`src/rtl/processor_pkg.sv`:
```
// Shared definitions for the processor: opcodes, jump conditions, FSM states
// and data-memory function codes. PROCESSOR_SHIFT_EN enables SHL/SHR.
package processor_pkg;

    localparam logic [3:0] OP_NOP = 4'h0;
    localparam logic [3:0] OP_LDI = 4'h1;
    localparam logic [3:0] OP_MOV = 4'h2;
    localparam logic [3:0] OP_ADD = 4'h3;
    localparam logic [3:0] OP_SUB = 4'h4;
    localparam logic [3:0] OP_AND = 4'h5;
    localparam logic [3:0] OP_OR  = 4'h6;
    localparam logic [3:0] OP_XOR = 4'h7;
    localparam logic [3:0] OP_NOT = 4'h8;
    localparam logic [3:0] OP_SHL = 4'h9;
    localparam logic [3:0] OP_SHR = 4'hA;
    localparam logic [3:0] OP_LD  = 4'hB;
    localparam logic [3:0] OP_ST  = 4'hC;
    localparam logic [3:0] OP_JMP = 4'hD;
    localparam logic [3:0] OP_JCC = 4'hE;
    localparam logic [3:0] OP_HLT = 4'hF;

    localparam logic [1:0] CC_Z  = 2'b00;
    localparam logic [1:0] CC_NZ = 2'b01;
    localparam logic [1:0] CC_C  = 2'b10;
    localparam logic [1:0] CC_NC = 2'b11;

    localparam logic [1:0] MEM_IDLE  = 2'b00;
    localparam logic [1:0] MEM_READ  = 2'b01;
    localparam logic [1:0] MEM_WRITE = 2'b10;

    typedef enum logic [1:0] {
        ST_FETCH = 2'b00,
        ST_EXEC  = 2'b01,
        ST_IMM   = 2'b10,
        ST_HALT  = 2'b11
    } state_t;

    // Two-byte instructions carry an immediate or target address.
    function automatic logic needs_imm(input logic [3:0] op);
        return (op == OP_LDI) || (op == OP_JMP) || (op == OP_JCC);
    endfunction

endpackage

```
`src/rtl/processor_alu.sv`:
```
// Combinational ALU: result, zero and carry/borrow for register-register ops.
// Shifter only built when PROCESSOR_SHIFT_EN is defined.
module processor_alu
    import processor_pkg::*;
(
    input  logic [7:0] i_a,
    input  logic [7:0] i_b,
    input  logic [3:0] i_op,
    output logic [7:0] o_result,
    output logic       o_z,
    output logic       o_c
);

    logic [8:0] w_wide;

    // Bit 8 carries carry-out, borrow, or the bit shifted out; zero for logic ops.
    always_comb begin
        w_wide = 9'd0;
        case (i_op)
            OP_MOV: w_wide = {1'b0, i_b};
            OP_ADD: w_wide = {1'b0, i_a} + {1'b0, i_b};
            OP_SUB: w_wide = {1'b0, i_a} - {1'b0, i_b};
            OP_AND: w_wide = {1'b0, i_a & i_b};
            OP_OR:  w_wide = {1'b0, i_a | i_b};
            OP_XOR: w_wide = {1'b0, i_a ^ i_b};
            OP_NOT: w_wide = {1'b0, ~i_a};
`ifdef PROCESSOR_SHIFT_EN
            OP_SHL: w_wide = {i_a, 1'b0};
            OP_SHR: w_wide = {i_a[0], 1'b0, i_a[7:1]};
`endif
            default: w_wide = {1'b0, i_a};
        endcase
        o_result = w_wide[7:0];
        o_c      = w_wide[8];
        o_z      = (w_wide[7:0] == 8'd0);
    end

endmodule

```
`src/rtl/processor.sv`:
```
// Multi-cycle 8-bit register processor: FETCH/EXEC/IMM/HALT FSM, four registers,
// Z/C flags, external instruction and data memories. PROCESSOR_SHIFT_EN enables SHL/SHR.
module processor
    import processor_pkg::*;
(
    input  logic       clk,
    input  logic       rst_n,
    input  logic [7:0] data,
    input  logic [7:0] memory_read,
    output logic [7:0] counter_out,
    output logic [1:0] memory_function,
    output logic [7:0] memory_request,
    output logic [7:0] memory_write_address,
    output logic [7:0] memory_write
);

    state_t          r_state;
    state_t          w_next_state;
    logic [7:0]      r_pc;
    logic [7:0]      r_ir;
    logic [3:0][7:0] r_regs;
    logic            r_z;
    logic            r_c;

    logic [3:0] w_op;
    logic [1:0] w_rd;
    logic [1:0] w_rs;
    logic [7:0] w_alu_result;
    logic       w_alu_z;
    logic       w_alu_c;
    logic       w_alu_wb;
    logic       w_alu_flags;
    logic       w_taken;

    assign w_op = r_ir[7:4];
    assign w_rd = r_ir[3:2];
    assign w_rs = r_ir[1:0];

    processor_alu u_alu (
        .i_a      (r_regs[w_rd]),
        .i_b      (r_regs[w_rs]),
        .i_op     (w_op),
        .o_result (w_alu_result),
        .o_z      (w_alu_z),
        .o_c      (w_alu_c)
    );

    always_comb begin
        w_alu_wb    = 1'b0;
        w_alu_flags = 1'b0;
        case (w_op)
            OP_MOV: w_alu_wb = 1'b1;
            OP_ADD, OP_SUB, OP_AND, OP_OR, OP_XOR, OP_NOT: begin
                w_alu_wb    = 1'b1;
                w_alu_flags = 1'b1;
            end
`ifdef PROCESSOR_SHIFT_EN
            OP_SHL, OP_SHR: begin
                w_alu_wb    = 1'b1;
                w_alu_flags = 1'b1;
            end
`endif
            default: ;
        endcase
    end

    always_comb begin
        w_taken = 1'b0;
        case (w_rd)
            CC_Z:    w_taken = r_z;
            CC_NZ:   w_taken = ~r_z;
            CC_C:    w_taken = r_c;
            CC_NC:   w_taken = ~r_c;
            default: w_taken = 1'b0;
        endcase
    end

    always_comb begin
        w_next_state = r_state;
        case (r_state)
            ST_FETCH: begin
                if (data[7:4] == OP_HLT)
                    w_next_state = ST_HALT;
                else if (needs_imm(data[7:4]))
                    w_next_state = ST_IMM;
                else
                    w_next_state = ST_EXEC;
            end
            ST_EXEC:  w_next_state = ST_FETCH;
            ST_IMM:   w_next_state = ST_FETCH;
            ST_HALT:  w_next_state = ST_HALT;
            default:  w_next_state = ST_FETCH;
        endcase
    end

    always_ff @(posedge clk or negedge rst_n) begin
        if (!rst_n) begin
            r_state <= ST_FETCH;
            r_pc    <= 8'd0;
            r_ir    <= 8'd0;
            r_regs  <= '0;
            r_z     <= 1'b0;
            r_c     <= 1'b0;
        end else begin
            r_state <= w_next_state;
            case (r_state)
                ST_FETCH: begin
                    r_ir <= data;
                    r_pc <= r_pc + 8'd1;
                end
                ST_EXEC: begin
                    // LD captures the read data at the edge that ends EXEC.
                    if (w_op == OP_LD) begin
                        r_regs[w_rd] <= memory_read;
                        r_z          <= (memory_read == 8'd0);
                    end else if (w_alu_wb) begin
                        r_regs[w_rd] <= w_alu_result;
                        if (w_alu_flags) begin
                            r_z <= w_alu_z;
                            r_c <= w_alu_c;
                        end
                    end
                end
                ST_IMM: begin
                    if (w_op == OP_LDI) begin
                        r_regs[w_rd] <= data;
                        r_pc         <= r_pc + 8'd1;
                    end else if (w_op == OP_JMP || (w_op == OP_JCC && w_taken)) begin
                        r_pc <= data;
                    end else begin
                        r_pc <= r_pc + 8'd1;
                    end
                end
                default: ;
            endcase
        end
    end

    assign counter_out = r_pc;

    // Memory requests come only from EXEC of LD/ST; outputs read zero otherwise.
    always_comb begin
        memory_function      = MEM_IDLE;
        memory_request       = 8'd0;
        memory_write_address = 8'd0;
        memory_write         = 8'd0;
        if (r_state == ST_EXEC && w_op == OP_LD) begin
            memory_function = MEM_READ;
            memory_request  = r_regs[w_rs];
        end else if (r_state == ST_EXEC && w_op == OP_ST) begin
            memory_function      = MEM_WRITE;
            memory_write_address = r_regs[w_rs];
            memory_write         = r_regs[w_rd];
        end
    end

endmodule

```
`config.mk`:
```
export PLATFORM = sky130hd
export DESIGN_NAME = processor
export DESIGN_NICKNAME = d
export VERILOG_FILES = /design/src/rtl/processor_pkg.sv /design/src/rtl/processor_alu.sv /design/src/rtl/processor.sv
export SDC_FILE = /design/constraint.sdc
export NUM_CORES = 1
export LEC_CHECK = 0
export CAP_MARGIN = 5
export CORE_MARGIN = 1
export CORE_UTILIZATION = 57
export CTS_CLUSTER_DIAMETER = 40
export DETAILED_ROUTE_END_ITERATION = 6
export GPL_TIMING_DRIVEN = 0
export HOLD_SLACK_MARGIN = 0.05
export MAX_ROUTING_LAYER = met4
export PLACE_DENSITY_LB_ADDON = 0.05
export SYNTH_ARGS = -nofsm -noshare
export SYNTH_HDL_FRONTEND = slang
export SYNTH_SLANG_ARGS = --single-unit
```
`constraint.sdc`:
```
create_clock -name clk -period 4.1 [get_ports clk]
set_clock_uncertainty 0.1 [all_clocks]
set_input_delay 1.025 -clock clk [delete_from_list [all_inputs] [get_ports clk]]
set_output_delay 1.025 -clock clk [all_outputs]
set_load 0.02 [all_outputs]
```
Word level (Yosys, flattened, before mapping) --
Index checks and enable logic that the tools add are counted. W data, S select, Z words.
Operators by class: add/sub/neg operators 3, multiply operators 0, div/mod/pow operators 0, magnitude comparators 3, equal/unequal tests 24, shift-type cells 0, muxes and demuxes 33, bitwise gates (word level) 7, reduce and logical (&&, ||, !) cells 21
Operators with widths (count):
- $bwmux W32 | 3
- $mux W32 | 3
- $mux W8 | 10
- $pmux W32 S2 | 1
- $pmux W9 S7 | 1
- $bmux W8 S2 | 2
- $eq A4 B4 Y1 const B | 8
- $demux W8 S2 | 1
- $eq A4 B3 Y1 const B | 4
- $logic_not A8 Y1 | 2
- $pmux W8 S2 | 1
- $add A8 B8 Y9 | 1
- $sub A8 B8 Y9 | 1
- $add A8 B1 Y8 const B | 1
- $and A8 B8 Y8 | 1
- $eq A2 B2 Y1 const B | 4
- $eq A4 B1 Y1 const B | 2
- $eq A4 B2 Y1 const B | 2
- $mux W2 | 4
- $not A8 Y8 | 1
- $or A8 B8 Y8 | 1
- $reduce_bool A2 Y1 | 4
- $xor A8 B8 Y8 | 1
- $reduce_or A7 Y1 | 1
- other kinds (16) | 31
Storage, ports and cells: bits in registers 52, bits in latches 0, RAM bits 0, bits in read-only memories 0, bits of input ports 18, word-level logic and storage cells 100, memories 0

Longest topological paths before layout --
Gate-level depths: netlist of run 1.
word-level depth 8, mapped depth 16, gate-level depth less buffers 15

By module --
A second synthesis of run 1 with hierarchy kept.
Unflattened totals: cells, all modules 472, area, all modules 4606.9 um^2
By module, submodules not included:
- processor | instances 1, cells an instance 267, area an instance 3145.5 um^2, sequential area each 1301.2 um^2
- processor_alu | instances 1, cells an instance 205, area an instance 1461.4 um^2, sequential area each 0.0 um^2

Worst setup path after synthesis of run 1 --
No wires, ideal clock.
path type reg-to-reg, start register r_ir[1], end register r_regs[11] in the netlist's numbering, data arrival time 3.175 ns, required time 3.936 ns, slack 0.760 ns, stages on the path, launching flop included 15, buffers on the path 1, clock period less this slack 3.340 ns, cells stage by stage dfrtp_1 > buf_2 > mux2_2 > o21ai_1 > ha_1 > nand2b_1 > xnor2_1 > ha_1 > or2_2 > o21ai_0 > xor2_1 > o211a_1 > or3_1 > a21oi_2 > mux2_2
Between the ends: longest elaborated chain between the ends 8
Ends and longest elaborated chain:
- start: declaration | line processor.sv:20 | logic [7:0] r_ir;
- start signal: assignment | line processor.sv:108 | r_ir <= data;
- $bmux W8 S2 (*) | line processor.sv:41 | .i_b (r_regs[w_rs]),
- $mux W8 (not written as such) (*) | line processor.sv:41
- $sub A8 B8 Y9, or another cell as far along | line processor_alu.sv:22 | OP_SUB: w_wide = {1'b0, i_a} - {1'b0, i_b};
- $pmux W9 S7 (*) | line processor_alu.sv:19 | case (i_op)
- $bwmux W32 (*) | line processor.sv:117 | r_regs[w_rd] <= w_alu_result;
- $mux W32 (*) | line processor.sv:116 | end else if (w_alu_wb) begin
- $mux W32 (*) | line processor.sv:113 | if (w_op == OP_LD) begin
- $pmux W32 S2 (*) | line processor.sv:106 | case (r_state)
- end signal: indexed assignment | line processor.sv:114 | r_regs[w_rd] <= memory_read;
- end signal: indexed assignment | line processor.sv:117
- end signal: indexed assignment | line processor.sv:126 | r_regs[w_rd] <= data;
- end: declaration | line processor.sv:21 | logic [3:0][7:0] r_regs;
Every way passes the cells marked *; elsewhere a longest branch is shown, timed or not. The select of a mux whose other input is x is not followed. A chain may end at the register's enable or synchronous reset.

Worst setup path in the final report of run 1 --
start register r_ir[0], end register r_regs[11] in the netlist's numbering
The elaborated chain is that of the path after synthesis.

==> results_dict.tcl, run 1 <==
set metrics [dict create \
    grt_pass1_vias 4200 \
    viasPerCell 6.490 \
    status "complete, no violations" \
    layout_common_cells "nor2_1, dfrtp_1, clkdlybuf4s50_1" \
    synth_top_area_share_pct 29.18 \
    synthesis.nets 553 \
    num_vias 4329 \
    synth-async-reset-ratio_pct 100.0 \
    fin_crit_sh_pct 94.11 \
    slew_violations 0 \
    setup_tns_ns 0 \
    cts_tree "done" \
    worstSetupStartpointType "register" \
    ctsRootBufferMaster "clkbuf_8" \
    max_freq_ghz 0.2592 \
    tightest_slew_ns 0.8088 \
    place_hpwl_mm 10.31 \
    numPortBuffers 51 \
    cts_buffers 5 \
    drt_iter0_drc 277 \
    nNetsFinal 612 \
    synthToLayoutAreaGrowth_pct 17.28 \
    start_util_pct 60.19 \
    rows 31 \
    gp_congestion 0.9934 \
    netlist_area_um2 4459 \
    wl_mm 13.30 \
    final_cells 667 \
    end_kind "register" \
    synth_cell_type_count 69 \
    die_x_um 90.45 \
    ys_seq_area_share_pct 29.18 \
    cts_sinks 52 \
    synth_top_cell_by_area "dfrtp_1" \
    ys_warn_count 0 \
    post-route-min-period_ns 3.859 \
    cp.required_ns 4.25 \
    grt_pass1_wl_mm 21.53 \
    gr-usage-all-layers_pct 34.45 \
    ios 52 \
    gr-total-overflow 0 \
    post_drt_wl_per_cell_um 19.94 \
    hold_class "reg2reg" \
    clk_path_buf_depth 2 \
    ant_nets 0 \
    coreArea_um2 7408 \
    syn_avg_cell_area_um2 8.778 \
    ys_ff_latch 52 \
    drt_first_pass_iters 5 \
    crit_fanout 10 \
    syn_inst 508 \
    die_area_um2 8181 \
    grt_max_degree 32 \
    cts_max_level 2 \
    worstSetupPathType "reg2reg" \
    r2r_cells 14 \
    hold_viol_final 0 \
    drc 0 \
    fp.dieH_um 90.45 \
    drive_above_1_share_pct 15.67 \
    place_ws_ns -0.01947 \
    dp.cells 659 \
    clock_latency_ns 0.31 \
    num_antenna_cells 0 \
    yosys-top-cells-area "dfrtp_1, ha_1, mux4_2, mux2_2, nor2_1" \
    fill_cells 593 \
    dominantRegCellSynth "dfrtp_1" \
    maxSlewHeadroom_pct 45.66 \
    clk_pin_slew_ns 0.11 \
    rsz0062_at_grt "false" \
    min_path_cells 2 \
    drv_cap 0 \
    setup_violations 0 \
    setup_ws_ns 0.2413 \
    synth_edf_count 0 \
    worstPathArrival_ns 4.00 \
    antenna_found_initial 0 \
]
[what timing repair did]
| action | 4_1_cts | 5_1_grt |
|---|---|---|
| endpoints found under the setup margin | 21 | 8 |
| resized for setup | 1 | 3 |
| pin swaps | 1 | 0 |
| setup buffers | 1 | 0 |
| hold buffers | 0 | 0 |
[critical path: stages (launching register included)]
cell	delay, ns
dfrtp_1	0.46
buf_6	0.20
mux4_2	0.56
inv_2	0.15
ha_1	0.19
nand2b_1	0.12
xnor2_1	0.13
ha_1	0.28
or2_2	0.30
o21ai_0	0.11
xor2_1	0.13
o211a_1	0.26
or3_1	0.39
a21oi_2	0.23
mux2_2	0.19
[cell families (layout without fill, tap and decap cells)]
logic type | count (synthesis) | in the layout | synth area share, %
xor gates and xnor gates | 12 | 12 | 2.357
muxes | 47 | 47 | 15.18
and+or+nand+nor | 176 | 176 | 19.87
DFF | 52 | 52 | 29.18
buffers and inverters | 58 | 118 | 5.808
adders and majority gates | 27 | 27 | 7.744
AOI/OAI and AO/OA | 136 | 136 | 19.87
[synth_stat cells, drive strengths merged (5+ instances only)]
cell type	count
nor3	7
o31ai	12
nand2	47
nor2b	9
o21ai	44
clkbuf	9
nor2	52
a22oi	5
xnor2	9
ha	26
mux2	25
dfrtp	52
mux4	14
inv	24
a21oi	23
or2	7
nand3b	9
nand3	8
a31oi	11
nand2b	10
buf	23
mux2i	8
o22ai	6
[per-stage QoR]
step / cell area [um2] / hold WS [ns] / util [%]
3_3_place_gp: 5094 / 0.3750 / 68.76
6_report: 5230 / 0.4091 / 70.60
5_1_grt: 5230 / 0.4220 / 70.60
3_5_place_dp: 5109 / 0.3836 / 68.96
2_1_floorplan: 4459 / 0.3483 / -
4_1_cts: 5216 / 0.4078 / 70.41
[sequential cells by signal (all words and copies together), names as in the netlist]
signal       count
r_regs          32
counter_out      8
r_ir             8
r_state          2
r_c              1
r_z              1
[area by class of cell]
| class | count | area, um2 | area share (%) |
|---|---|---|---|
| plain buffers | 31 | 156.4 | 2.990 |
| clock buffers | 6 | 82.58 | 1.579 |
| clock inverters | 2 | 17.52 | 0.3349 |
| inverters | 26 | 98.84 | 1.890 |
| multi-input cells | 398 | 2917 | 55.77 |
| flip-flops and latches | 52 | 1301 | 24.88 |
| well taps | 99 | 123.9 | 2.368 |
| repair buffers | 53 | 533.0 | 10.19 |
[path summary, 6_finish.rpt]
| path | startpoint | to | slack [ns] |
|---|---|---|---|
| worst max register to register | r_ir[0]$_DFFE_PN0P_ | r_regs[11]$_DFFE_PN0P_ | 0.24 |
| worst min register to register | r_regs[13]$_DFFE_PN0P_ | r_regs[13]$_DFFE_PN0P_ | 0.41 |
| worst min-delay path | r_regs[13]$_DFFE_PN0P_ | r_regs[13]$_DFFE_PN0P_ | 0.41 |
| worst max-delay path | r_ir[0]$_DFFE_PN0P_ | r_regs[11]$_DFFE_PN0P_ | 0.24 |
| max in group asynchronous | rst_n | r_ir[4]$_DFFE_PN0P_ | 2.78 |
| min in group asynchronous | rst_n | r_regs[21]$_DFFE_PN0P_ | 0.57 |
[metal layers]
layer / global-route usage [%] / vias to the layer above / wire, um
met5: - / - / 0
met4: 11.83 / 0 / 400
met3: 4.545 / 38 / 1028
met2: 58.59 / 228 / 6497
met1: 42.30 / 2092 / 5371
li1: - / 1971 / -
Power of run 1 is left out: the tool's default activity adds up to more than one toggle a clock period on the data nets, which glitch-free logic cannot reach.
==> run 2: changes to the inputs <==
- ABC_CLOCK_PERIOD_IN_PS: default -> 4100
==> results of run 2 <==
Same layout as run 1: the final DEF is identical, and so are final timing and power.
Power of run 2 is left out for the same reason.
